<file path="config.mk">
export PLATFORM = sky130hd
export DESIGN_NAME = fetch_unit_flat
export DESIGN_NICKNAME = d
export VERILOG_FILES = /design/src/rtl/fetch_unit_if.sv /design/src/rtl/fetch_unit.sv /design/src/flat_wrapper.sv
export SDC_FILE = /design/constraint.sdc
export NUM_CORES = 1
export LEC_CHECK = 0
export BUFFER_PORTS_ARGS = -buffer_cell sky130_fd_sc_hd__buf_4
export CORE_ASPECT_RATIO = 1.4
export CORE_MARGIN = 2
export CORE_UTILIZATION = 32
export CTS_BUF_LIST = sky130_fd_sc_hd__clkbuf_8
export CTS_CLUSTER_SIZE = 24
export DETAILED_ROUTE_END_ITERATION = 10
export PLACE_DENSITY = 0.63
export SYNTH_ARGS = -nofsm -noshare
export SYNTH_HDL_FRONTEND = slang
export SYNTH_SLANG_ARGS = --single-unit
</file>
<file path="constraint.sdc">
create_clock -name clk -period 7.1 [get_ports clk]
set_clock_uncertainty 0.1 [all_clocks]
set_input_delay 0.355 -clock clk [delete_from_list [all_inputs] [get_ports clk]]
set_output_delay 0.355 -clock clk [all_outputs]
set_load 0.005 [all_outputs]
</file>
<file path="src/rtl/fetch_unit_if.sv">
// Instruction-memory request channel plus the fetched-instruction handshake
// between the fetch stage and its consumers (memory and execute side).
interface fetch_unit_if;
  logic [31:0] imem_addr;
  logic        imem_req;
  logic [31:0] imem_rdata;
  logic        imem_ready;
  logic [31:0] instruction;
  logic        instr_valid;
  logic        instr_accept;

  // Fetch stage side
  modport master (
    output imem_addr,
    output imem_req,
    input  imem_rdata,
    input  imem_ready,
    output instruction,
    output instr_valid,
    input  instr_accept
  );

  // Memory / execute side
  modport slave (
    input  imem_addr,
    input  imem_req,
    output imem_rdata,
    output imem_ready,
    input  instruction,
    input  instr_valid,
    output instr_accept
  );
endinterface

</file>
<file path="src/rtl/fetch_unit.sv">
// Instruction fetch stage: holds the PC, fetches one word at a time through a
// ready handshake, holds it until the execute side accepts it, then advances
// the PC (sequential, jump, or taken branch).
module fetch_unit #(
  parameter logic [31:0] RESET_PC = 32'h0000_0000
) (
  input  logic         clk,
  input  logic         reset,
  fetch_unit_if.master bus,
  input  logic         is_jump,
  input  logic         is_branch,
  input  logic         branch_taken,
  input  logic [25:0]  addr26,
  input  logic [15:0]  imm16,
  output logic [31:0]  pc,
  output logic [31:0]  retired
);

  typedef enum logic [1:0] {
    IDLE  = 2'd0,
    FETCH = 2'd1,
    HOLD  = 2'd2
  } state_t;

  state_t      state_reg;
  state_t      state_next;
  logic [31:0] pc_reg;
  logic [31:0] pc_next;
  logic [31:0] instr_reg;
  logic [31:0] retired_reg;
  logic [31:0] pc4;
  logic [31:0] branch_off;
  logic        fetch_done;
  logic        accept_fire;

  // State register
  always_ff @(posedge clk) begin
    if (reset) begin
      state_reg <= IDLE;
    end else begin
      state_reg <= state_next;
    end
  end

  // Next-state logic
  always_comb begin
    state_next = state_reg;
    case (state_reg)
      IDLE:    state_next = FETCH;
      FETCH:   if (bus.imem_ready)   state_next = HOLD;
      HOLD:    if (bus.instr_accept) state_next = FETCH;
      default: state_next = IDLE;
    endcase
  end

  // State-decoded outputs and handshake completion strobes
  always_comb begin
    bus.imem_req    = 1'b0;
    bus.instr_valid = 1'b0;
    fetch_done      = 1'b0;
    accept_fire     = 1'b0;
    case (state_reg)
      FETCH: begin
        bus.imem_req = 1'b1;
        fetch_done   = bus.imem_ready;
      end
      HOLD: begin
        bus.instr_valid = 1'b1;
        accept_fire     = bus.instr_accept;
      end
      default: ;
    endcase
  end

  // Next PC: jump wins over branch; not-taken branch falls through to pc+4
  always_comb begin
    pc4        = pc_reg + 32'd4;
    branch_off = {{14{imm16[15]}}, imm16, 2'b00};
    pc_next    = pc4;
    if (is_jump) begin
      pc_next = {pc4[31:28], addr26, 2'b00};
    end else if (is_branch && branch_taken) begin
      pc_next = pc4 + branch_off;
    end
  end

  // Datapath registers: PC, latched instruction word, retire counter
  always_ff @(posedge clk) begin
    if (reset) begin
      pc_reg      <= RESET_PC;
      instr_reg   <= 32'd0;
      retired_reg <= 32'd0;
    end else begin
      if (fetch_done) begin
        instr_reg <= bus.imem_rdata;
      end
      if (accept_fire) begin
        pc_reg      <= pc_next;
        retired_reg <= retired_reg + 32'd1;
      end
    end
  end

  assign bus.imem_addr   = pc_reg;
  assign bus.instruction = instr_reg;
  assign pc              = pc_reg;
  assign retired         = retired_reg;

endmodule

</file>
<file path="src/flat_wrapper.sv">
// flat-port wrapper written by rule: the top's interface ports become plain ports
module fetch_unit_flat 
#(
  parameter logic [31:0] RESET_PC = 32'h0000_0000
)
  (clk, reset, is_jump, is_branch, branch_taken, addr26, imm16, pc, retired, bus_imem_addr, bus_imem_req, bus_imem_rdata, bus_imem_ready, bus_instruction, bus_instr_valid, bus_instr_accept);
  fetch_unit_if bus_i ();
  input  logic clk;
  input  logic reset;
  input  logic is_jump;
  input  logic is_branch;
  input  logic branch_taken;
  input  logic [25:0] addr26;
  input  logic [15:0] imm16;
  output logic [31:0] pc;
  output logic [31:0] retired;
  output wire logic [$bits(bus_i.imem_addr)-1:0] bus_imem_addr;
  output wire logic [$bits(bus_i.imem_req)-1:0] bus_imem_req;
  input wire logic [$bits(bus_i.imem_rdata)-1:0] bus_imem_rdata;
  input wire logic [$bits(bus_i.imem_ready)-1:0] bus_imem_ready;
  output wire logic [$bits(bus_i.instruction)-1:0] bus_instruction;
  output wire logic [$bits(bus_i.instr_valid)-1:0] bus_instr_valid;
  input wire logic [$bits(bus_i.instr_accept)-1:0] bus_instr_accept;
  assign bus_imem_addr = bus_i.imem_addr;
  assign bus_imem_req = bus_i.imem_req;
  assign bus_i.imem_rdata = bus_imem_rdata;
  assign bus_i.imem_ready = bus_imem_ready;
  assign bus_instruction = bus_i.instruction;
  assign bus_instr_valid = bus_i.instr_valid;
  assign bus_i.instr_accept = bus_instr_accept;
  fetch_unit #(.RESET_PC(RESET_PC)) u_core (.clk(clk), .reset(reset), .bus(bus_i), .is_jump(is_jump), .is_branch(is_branch), .branch_taken(branch_taken), .addr26(addr26), .imm16(imm16), .pc(pc), .retired(retired));
endmodule
</file>
# Word-level counts from Yosys, hierarchy flattened
# Cells that the tools add are included.
# Widths: inputs -> output; s select.
[word_totals]
in_bits = 81
reg_bits = 98
word_cells = 23
[op_classes]
n_eq_ne = 4
addsub = 3
muxes = 9
reduce_logical = 3
[ops]
columns = ["operator", "count"]
rows = [
  ["$mux 32", 2],
  ["$add 32x1->32 const B", 1],
  ["$add 32x3->32 const B", 1],
  ["$add 32x32->32", 1],
  ["$pmux 2 s3", 1],
  ["$mux 1", 4],
  ["$mux 2", 2],
  ["$ne 2x2->1 const B", 2],
  ["$eq 2x1->1 const B", 1],
  ["$eq 2x2->1 const B", 1],
  ["$logic_not 2->1", 1],
  ["$reduce_and 2->1", 1],
  ["$logic_and 1x1->1", 1],
]

# Logic depth before layout (Yosys ltp)
# Gate-level depths: netlist (run 1).
[logic_depth]
depth_word = 4
ltp_mapped = 17
mapped_depth_nobuf = 16

# Worst setup path after synthesis (run 1)
# No wires, ideal clock.
[synth_timing]
path_type = "flip-flop to flip-flop"
from = "reg u_core.pc_reg[10], in the netlist u_core.bus.imem_addr[10]"
to = "reg u_core.pc_reg[31], in the netlist u_core.bus.imem_addr[31]"
n_path_buf = 1
t_arrival_ps = 3618
path_stages_with_launch = 18
path_slack_ps = 3312
setup_time_ps = 70
cell_sequence = "dfxtp_1 > and4_1 > nand4_1 > or3_1 > nor2_1 > and3_1 > xor2_1 > ha_1 > clkbuf_1 > a21o_1 > a21oi_1 > nor2_1 > o41ai_1 > nand4_1 > a21o_1 > a211o_1 > a21o_1 > a21oi_1"
[synth_between]
elab_chain_len = 4
[synth_lines]
columns = ["item", "line", "source"]
rows = [
  ["start: declaration", "fetch_unit.sv:27", "logic [31:0] pc_reg;"],
  ["start signal: assignment", "fetch_unit.sv:98", "pc_reg <= pc_next;"],
  ["$add 32x3->32 *", "fetch_unit.sv:77", "pc4 = pc_reg + 32'd4;"],
  ["$add 32x32->32", "fetch_unit.sv:83", "pc_next = pc4 + branch_off;"],
  ["$mux 32", "fetch_unit.sv:82", "end else if (is_branch && branch_taken) begin"],
  ["$mux 32 *", "fetch_unit.sv:80", "if (is_jump) begin"],
]
# Mark *: on every way between the ends. The rest lies on a longest branch, timed or not.
# A chain may end at the register's enable or synchronous reset.

# Final worst setup path (run 1)
# Same ends and word-level chain as after synthesis.

==> flow_summary.json, run 1 <==
{
  "synth_area_um2": 6417,
  "max_stage_delay_ns": 0.49,
  "dieArea_um2": 21220,
  "path_cells": "and4_1 > nand4_1 > or3_1 > nor2_1 > and3_1 > xor2_1 > ha_1 > a21o_1 > a21oi_1 > nor2_1 > o41ai_1 > nand4_1 > a21o_1 > a211o_1 > a21o_1 > a21oi_1",
  "slew_headroom": 0.3453,
  "timing.final.crit_share": 0.6021,
  "place_ws_ns": 2.902,
  "r2r_slack_ns": 2.83,
  "cp_num_buf_inv": 0,
  "rsz0062_at_grt": "false",
  "crit_path_frequent_cell": "a21o_1",
  "required_ns": 7.32,
  "grt_usage": 0.1871,
  "grt_pass1_wl_mm": 31.37,
  "wire_per_inst_um": 15.86,
  "setup_viol": 0,
  "die_y_um": 171.6,
  "p_per_area_nw_per_um2": 141.2,
  "layout-drive-gt1-share": 0.2398,
  "status": "completed",
  "dp_hpwl_mm": 14.91,
  "fin_nets": 1120,
  "slowest_stage": "dfxtp_1",
  "numPortBuffers": 206,
  "cts_setup_buffers": 0,
  "yosysWarnings": 0,
  "synth_xor_area_frac": 0.1024,
  "synth_fa_ha_area_frac": 0.07721,
  "cts_resized": 0,
  "path_clk_slew_ns": 0.12,
  "synthMuxAreaShare": 0.006434,
  "synthSimpleGateAreaFrac": 0.2404,
  "crit_arrival_ns": 4.49,
  "grt_max_degree": 74,
  "drt_iter0_drc": 302,
  "clockRootBuffer": "clkbuf_8",
  "synth.avg_cell_area_um2": 7.622,
  "min_period_ns": 4.275,
  "crit_type": "reg2reg",
  "synth-async-reset-ratio": 0,
  "ctsHtreeMaxLevel": 3,
  "r2r_cells": 16,
  "min_from": "bus_imem_rdata[13]",
  "start_kind": "flip-flop",
  "cp.depth": 16,
  "p_leak_uw": 0.003558,
  "final_common_cell": "buf_4",
  "drc": 0,
  "r2r-start": "u_core.bus.imem_addr[10]",
  "ant_nets": 0,
  "insertion_delay_ns": 0.39,
  "cts_made_buffers": 9,
  "crit_family": "compound AO/OA/AOI/OAI gates",
  "num_vias": 6431,
  "worst_slack_ns": 2.825,
  "hold-path-endpoint": "u_core.bus.instruction[13]",
  "crit_path_end_kind": "flip-flop",
  "io_pins": 211,
  "synth_compound_area_frac": 0.2059,
  "finalHoldViolCount": 0,
  "worstMarginPinSlew_ns": 0.9797,
  "whs_ns": 0.09471,
  "r2r_end": "u_core.bus.imem_addr[31]",
  "antenna_found_initial": 0,
  "critPathMaxFanout": 8,
  "final_cell_mix": "buf_4 (213), nand2_1 (140), dfxtp_1 (96)",
  "slew_violations": 0,
  "ctsHoldBuffers": 0,
  "core_region_area_um2": 19770,
  "die_w_um": 123.7,
  "ys_ff_latch": 96,
  "hold_depth": 3,
  "wl_mm": 19.93,
  "via_per_inst": 5.116,
  "synth_edf_count": 0,
  "grt_pass1_vias": 6316,
  "maxCapViolations": 0,
  "cts_buffer_depth": 2,
  "hp-class": "in2reg",
  "fmax_mhz": 233.9,
  "synth_seq_area_share": 0.2995,
  "drtPass1Iterations": 6,
  "cts.sinks": 96,
  "synthFlopType": "dfxtp_1",
  "synth_top_family_by_area": "simple AND/OR/NAND/NOR gates",
  "irDropWorstVdd_mv": 0.1013,
  "antenna_cells": 0,
  "area_delta_synth_final_pct": 27.30,
  "fp-row-count": 61,
  "syn_inst": 842,
  "initial_core_util": 0.3246,
  "netlist-cell-type-count": 65,
  "cts_tree": "built",
  "globalRouteOverflowTotal": 0,
  "gp_congestion": 0.8876,
  "fin_setup_tns_ns": 0
}
## report_power, final
part | internal [µW] | switching, µW
clock | 146 | 252
combinational | 91.6 | 103
sequential | 551 | 10.8
total | 789 | 365
## kinds of logic after synthesis
| kind of cell | count (synthesis) |
|---|---|
| other cells | 1 |
| mux | 4 |
| compound gates | 207 |
| fa+ha+maj | 39 |
| xor+xnor | 75 |
| simple gates | 339 |
| flops | 96 |
| buf+inv | 81 |
## per-layer routing
layer	vias to the layer above	part of all wire	wire length, µm	track usage
met5	-	0	0	0
met1	2958	0.40	7889	0.2112
met3	34	0.069	1369	0.04874
met4	0	0.022	436	0.06522
met2	207	0.51	10240	0.3354
li1	3232	-	-	-
## worst min-delay path: stages
cell and delay (ns):
buf_4 0.11, nand2_1 0.04, a21oi_1 0.05
## through the flow
step	instances	cell area, µm²	utilization	power [µW]
floorplan	845	6429	-	681.3
global route	1257	8169	0.4133	1206
global placement	1241	7956	0.4025	767.4
detailed placement	1241	7956	0.4025	768.3
CTS	1257	8169	0.4133	1169
finish	1257	8169	0.4133	1154
## worst max-delay path by stage
| stage | start | end | slack, ns |
|---|---|---|---|
| 2_1_floorplan | u_core.bus.imem_addr[10] | u_core.bus.imem_addr[31] | 3.31 |
| 3_3_place_gp | u_core.bus.imem_addr[10] | u_core.bus.imem_addr[31] | 3.00 |
| 3_5_place_dp | u_core.bus.imem_addr[10] | u_core.bus.imem_addr[31] | 2.90 |
| 6_report | u_core.bus.imem_addr[10] | u_core.bus.imem_addr[31] | 2.83 |
| 5_1_grt | u_core.bus.imem_addr[10] | u_core.bus.imem_addr[31] | 2.45 |
| 4_1_cts | u_core.bus.imem_addr[10] | u_core.bus.imem_addr[31] | 2.84 |
## area by class of cell
cell class	instances	area, µm²
Clock inverter	7	88.84
Sequential cell	96	1922
Multi-Input combinational cell	668	4075
Clock buffer	9	123.9
Fill cell	2046	11600
Timing Repair Buffer	213	1599
Inverter	12	45.04
Tap cell	252	315.3
## Yosys cell counts (all sizes together), types with 3 or more instances
cell type	instances	area share
nand2	140	0.082
dfxtp	96	0.30
a21oi	86	0.068
nor2	82	0.048
xnor2	42	0.057
buf	39	0.043
ha	38	0.074
xor2	33	0.045
o21ai	32	0.025
clkbuf	30	0.018
nand3	27	0.021
a21o	22	0.026
nand4	18	0.018
nor3	16	0.012
o211ai	14	0.018
and3	13	0.013
inv	11	0.0064
a211oi	9	0.011
or3	9	0.0088
nand2b	8	0.0078
nor2b	6	0.0062
a31oi	5	0.0049
and2	5	0.0049
and4	5	0.0068
o21a	4	0.0047
o221ai	4	0.0064
o22a	4	0.0055
a311oi	3	0.0041
a32o	3	0.0047
mux2i	3	0.0047
o22ai	3	0.0039
o31ai	3	0.0035
No activity file was read; power rests on OpenSTA's default activity.
==> inputs of run 2 (changes only) <==
Settings changed: PLACE_DENSITY 0.63 to 0.65.
Clock period 7.1 ns to 3.8 ns, I/O delays scaled along.
==> run 2 against run 1 <==
  * Critical path depth is 1 lower
  * Utilization grew 4.2 points
  * Largest power group unchanged
  * Wire length up 6.7%
  * Worst setup slack lost 2.7 ns
  * Cell area grew 10%
==> flow_summary.json, run 2 (synthesis gave the netlist of run 1 again) <==
{
  "r2r_slack_ns": 0.12,
  "dpl_cell_area_um2": 8227,
  "num_vias": 6876,
  "antenna_found_initial": 0,
  "path_clk_slew_ns": 0.12,
  "maxCapViolations": 0,
  "clockRootBuffer": "clkbuf_8",
  "path_cells": "and4_1 > nand4_1 > or3_4 > buf_4 > or3_1 > xnor2_2 > ha_4 > a21o_1 > a21o_1 > a21oi_2 > nand2_1 > o221ai_2 > nor2b_2 > mux2i_1 > a311oi_1",
  "slew_violations": 0,
  "die_y_um": 171.6,
  "design_area_um2": 9002,
  "start_kind": "flip-flop",
  "crit_family": "simple AND/OR/NAND/NOR gates",
  "io_pins": 211,
  "wire_per_inst_um": 15.91,
  "irDropWorstVdd_mv": 0.1911,
  "critPathMaxFanout": 7,
  "drt_iter0_drc": 280,
  "drc": 0,
  "grt_max_degree": 67,
  "grt_usage": 0.1965,
  "final_common_cell": "buf_4",
  "grt_pass1_wl_mm": 32.85,
  "p_int_uw": 1511,
  "p_per_area_nw_per_um2": 244.1,
  "fp-row-count": 61,
  "required_ns": 4.01,
  "hp-class": "in2reg",
  "final_util": 0.4554,
  "antenna_cells": 0,
  "slew_headroom": 0.4488,
  "r2r_end": "u_core.bus.imem_addr[29]",
  "crit_path_end_kind": "flip-flop",
  "cts_tree": "built",
  "seqPwrFrac": 0.476,
  "core_region_area_um2": 19770,
  "min_from": "addr26[25]",
  "comb_power_share": 0.190,
  "min_period_ns": 3.683,
  "die_w_um": 123.7,
  "layout-drive-gt1-share": 0.2839,
  "fin_nets": 1200,
  "insertion_delay_ns": 0.39,
  "r2r-start": "u_core.bus.imem_addr[13]",
  "initial_core_util": 0.3246,
  "finalHoldViolCount": 0,
  "crit_type": "reg2reg",
  "wl_mm": 21.27,
  "globalRouteOverflowTotal": 0,
  "drtPass1Iterations": 5,
  "area_delta_synth_final_pct": 40.28,
  "dieArea_um2": 21220,
  "fmax_mhz": 271.5,
  "switchingPower_uw": 686.5,
  "status": "completed",
  "hold_depth": 3,
  "via_per_inst": 5.143,
  "crit_path_frequent_cell": "a21o_1",
  "worstMarginPinSlew_ns": 0.8238,
  "setup_viol": 0,
  "numPortBuffers": 206,
  "slowest_stage": "or3_4",
  "ant_nets": 0,
  "grt_pass1_vias": 6632,
  "cp_num_buf_inv": 1,
  "dp_hpwl_mm": 15.43,
  "p_sw_frac": 0.3124,
  "p_leak_uw": 0.003983,
  "hold-path-endpoint": "u_core.bus.imem_addr[27]",
  "crit_arrival_ns": 3.90,
  "cts_buffer_depth": 2,
  "final_cell_mix": "buf_4 (253), nand2_1 (139), dfxtp_1 (91)",
  "cts.sinks": 96,
  "p_clk_frac": 0.333,
  "timing.final.crit_share": 0.9693,
  "max_stage_delay_ns": 0.42,
  "cts_made_buffers": 9,
  "r2r_cells": 15,
  "ctsHtreeMaxLevel": 3,
  "gp_congestion": 0.8833
}
## run 2: area by class of cell
class / instances / area [µm²]
well taps: 252 / 315.3
fillers: 1948 / 10770
flip-flops and latches: 96 / 1928
repair buffers: 293 / 2300
clock buffers: 9 / 123.9
inverters: 12 / 45.04
multi-input cells: 668 / 4202
clock inverters: 7 / 88.84
## run 2: tightest hold or removal path, stage by stage
cell     delay, ns
buf_4         0.08
o22ai_1       0.07
o31ai_1       0.18
## run 2: worst max-delay path by stage
| stage | startpoint | to | cells past startpoint |
|---|---|---|---|
| floorplan | u_core.bus.imem_addr[10] | u_core.bus.imem_addr[31] | 17 |
| global placement | u_core.bus.imem_addr[13] | u_core.bus.imem_addr[31] | 16 |
| global route | u_core.bus.imem_addr[13] | u_core.bus.imem_addr[27] | 15 |
| finish | u_core.bus.imem_addr[13] | u_core.bus.imem_addr[29] | 15 |
| CTS | u_core.bus.imem_addr[12] | u_core.bus.imem_addr[29] | 15 |
| detailed placement | u_core.bus.imem_addr[12] | u_core.bus.imem_addr[31] | 16 |
## run 2: per-layer routing
metal	track usage	share of wire	up-vias
li1	-	-	3386
met1	0.2170	0.39	3186
met2	0.3579	0.52	257
met3	0.03647	0.060	47
met4	0.08992	0.033	0
met5	0	0	-
## run 2: per-stage QoR
stage / power [µW] / TNS [ns] / setup slack (ns) / cells / hold WS [ns]
floorplan: 1273 / 0 / 0.01165 / 845 / 0.2260
global placement: 1443 / 0 / 0.1159 / 1277 / 0.3362
detailed placement: 1444 / -0.03233 / -0.03233 / 1277 / 0.3455
CTS: 2213 / 0 / 0.07496 / 1333 / 0.03449
global route: 2306 / -0.2268 / -0.07418 / 1337 / 0.05312
finish: 2197 / 0 / 0.1168 / 1337 / 0.05547
## run 2: what timing repair did
item	CTS	global route
setup buffers	0	4
setup endpoints to repair	1	8
hold endpoints to repair	40	0
gates cloned	0	0
hold buffers	40	0
pin swaps	0	14
gates resized for setup	2	29
## run 2: power by group through the flow
stage                     combinational, µW  sequential [µW]  clock [µW]
after floorplan                         202             1070           0
after global placement                  375             1070           0
after detailed placement                376             1070           0
after CTS                               410             1050         756
after global routing                    460             1050         796
final                                   418             1050         732
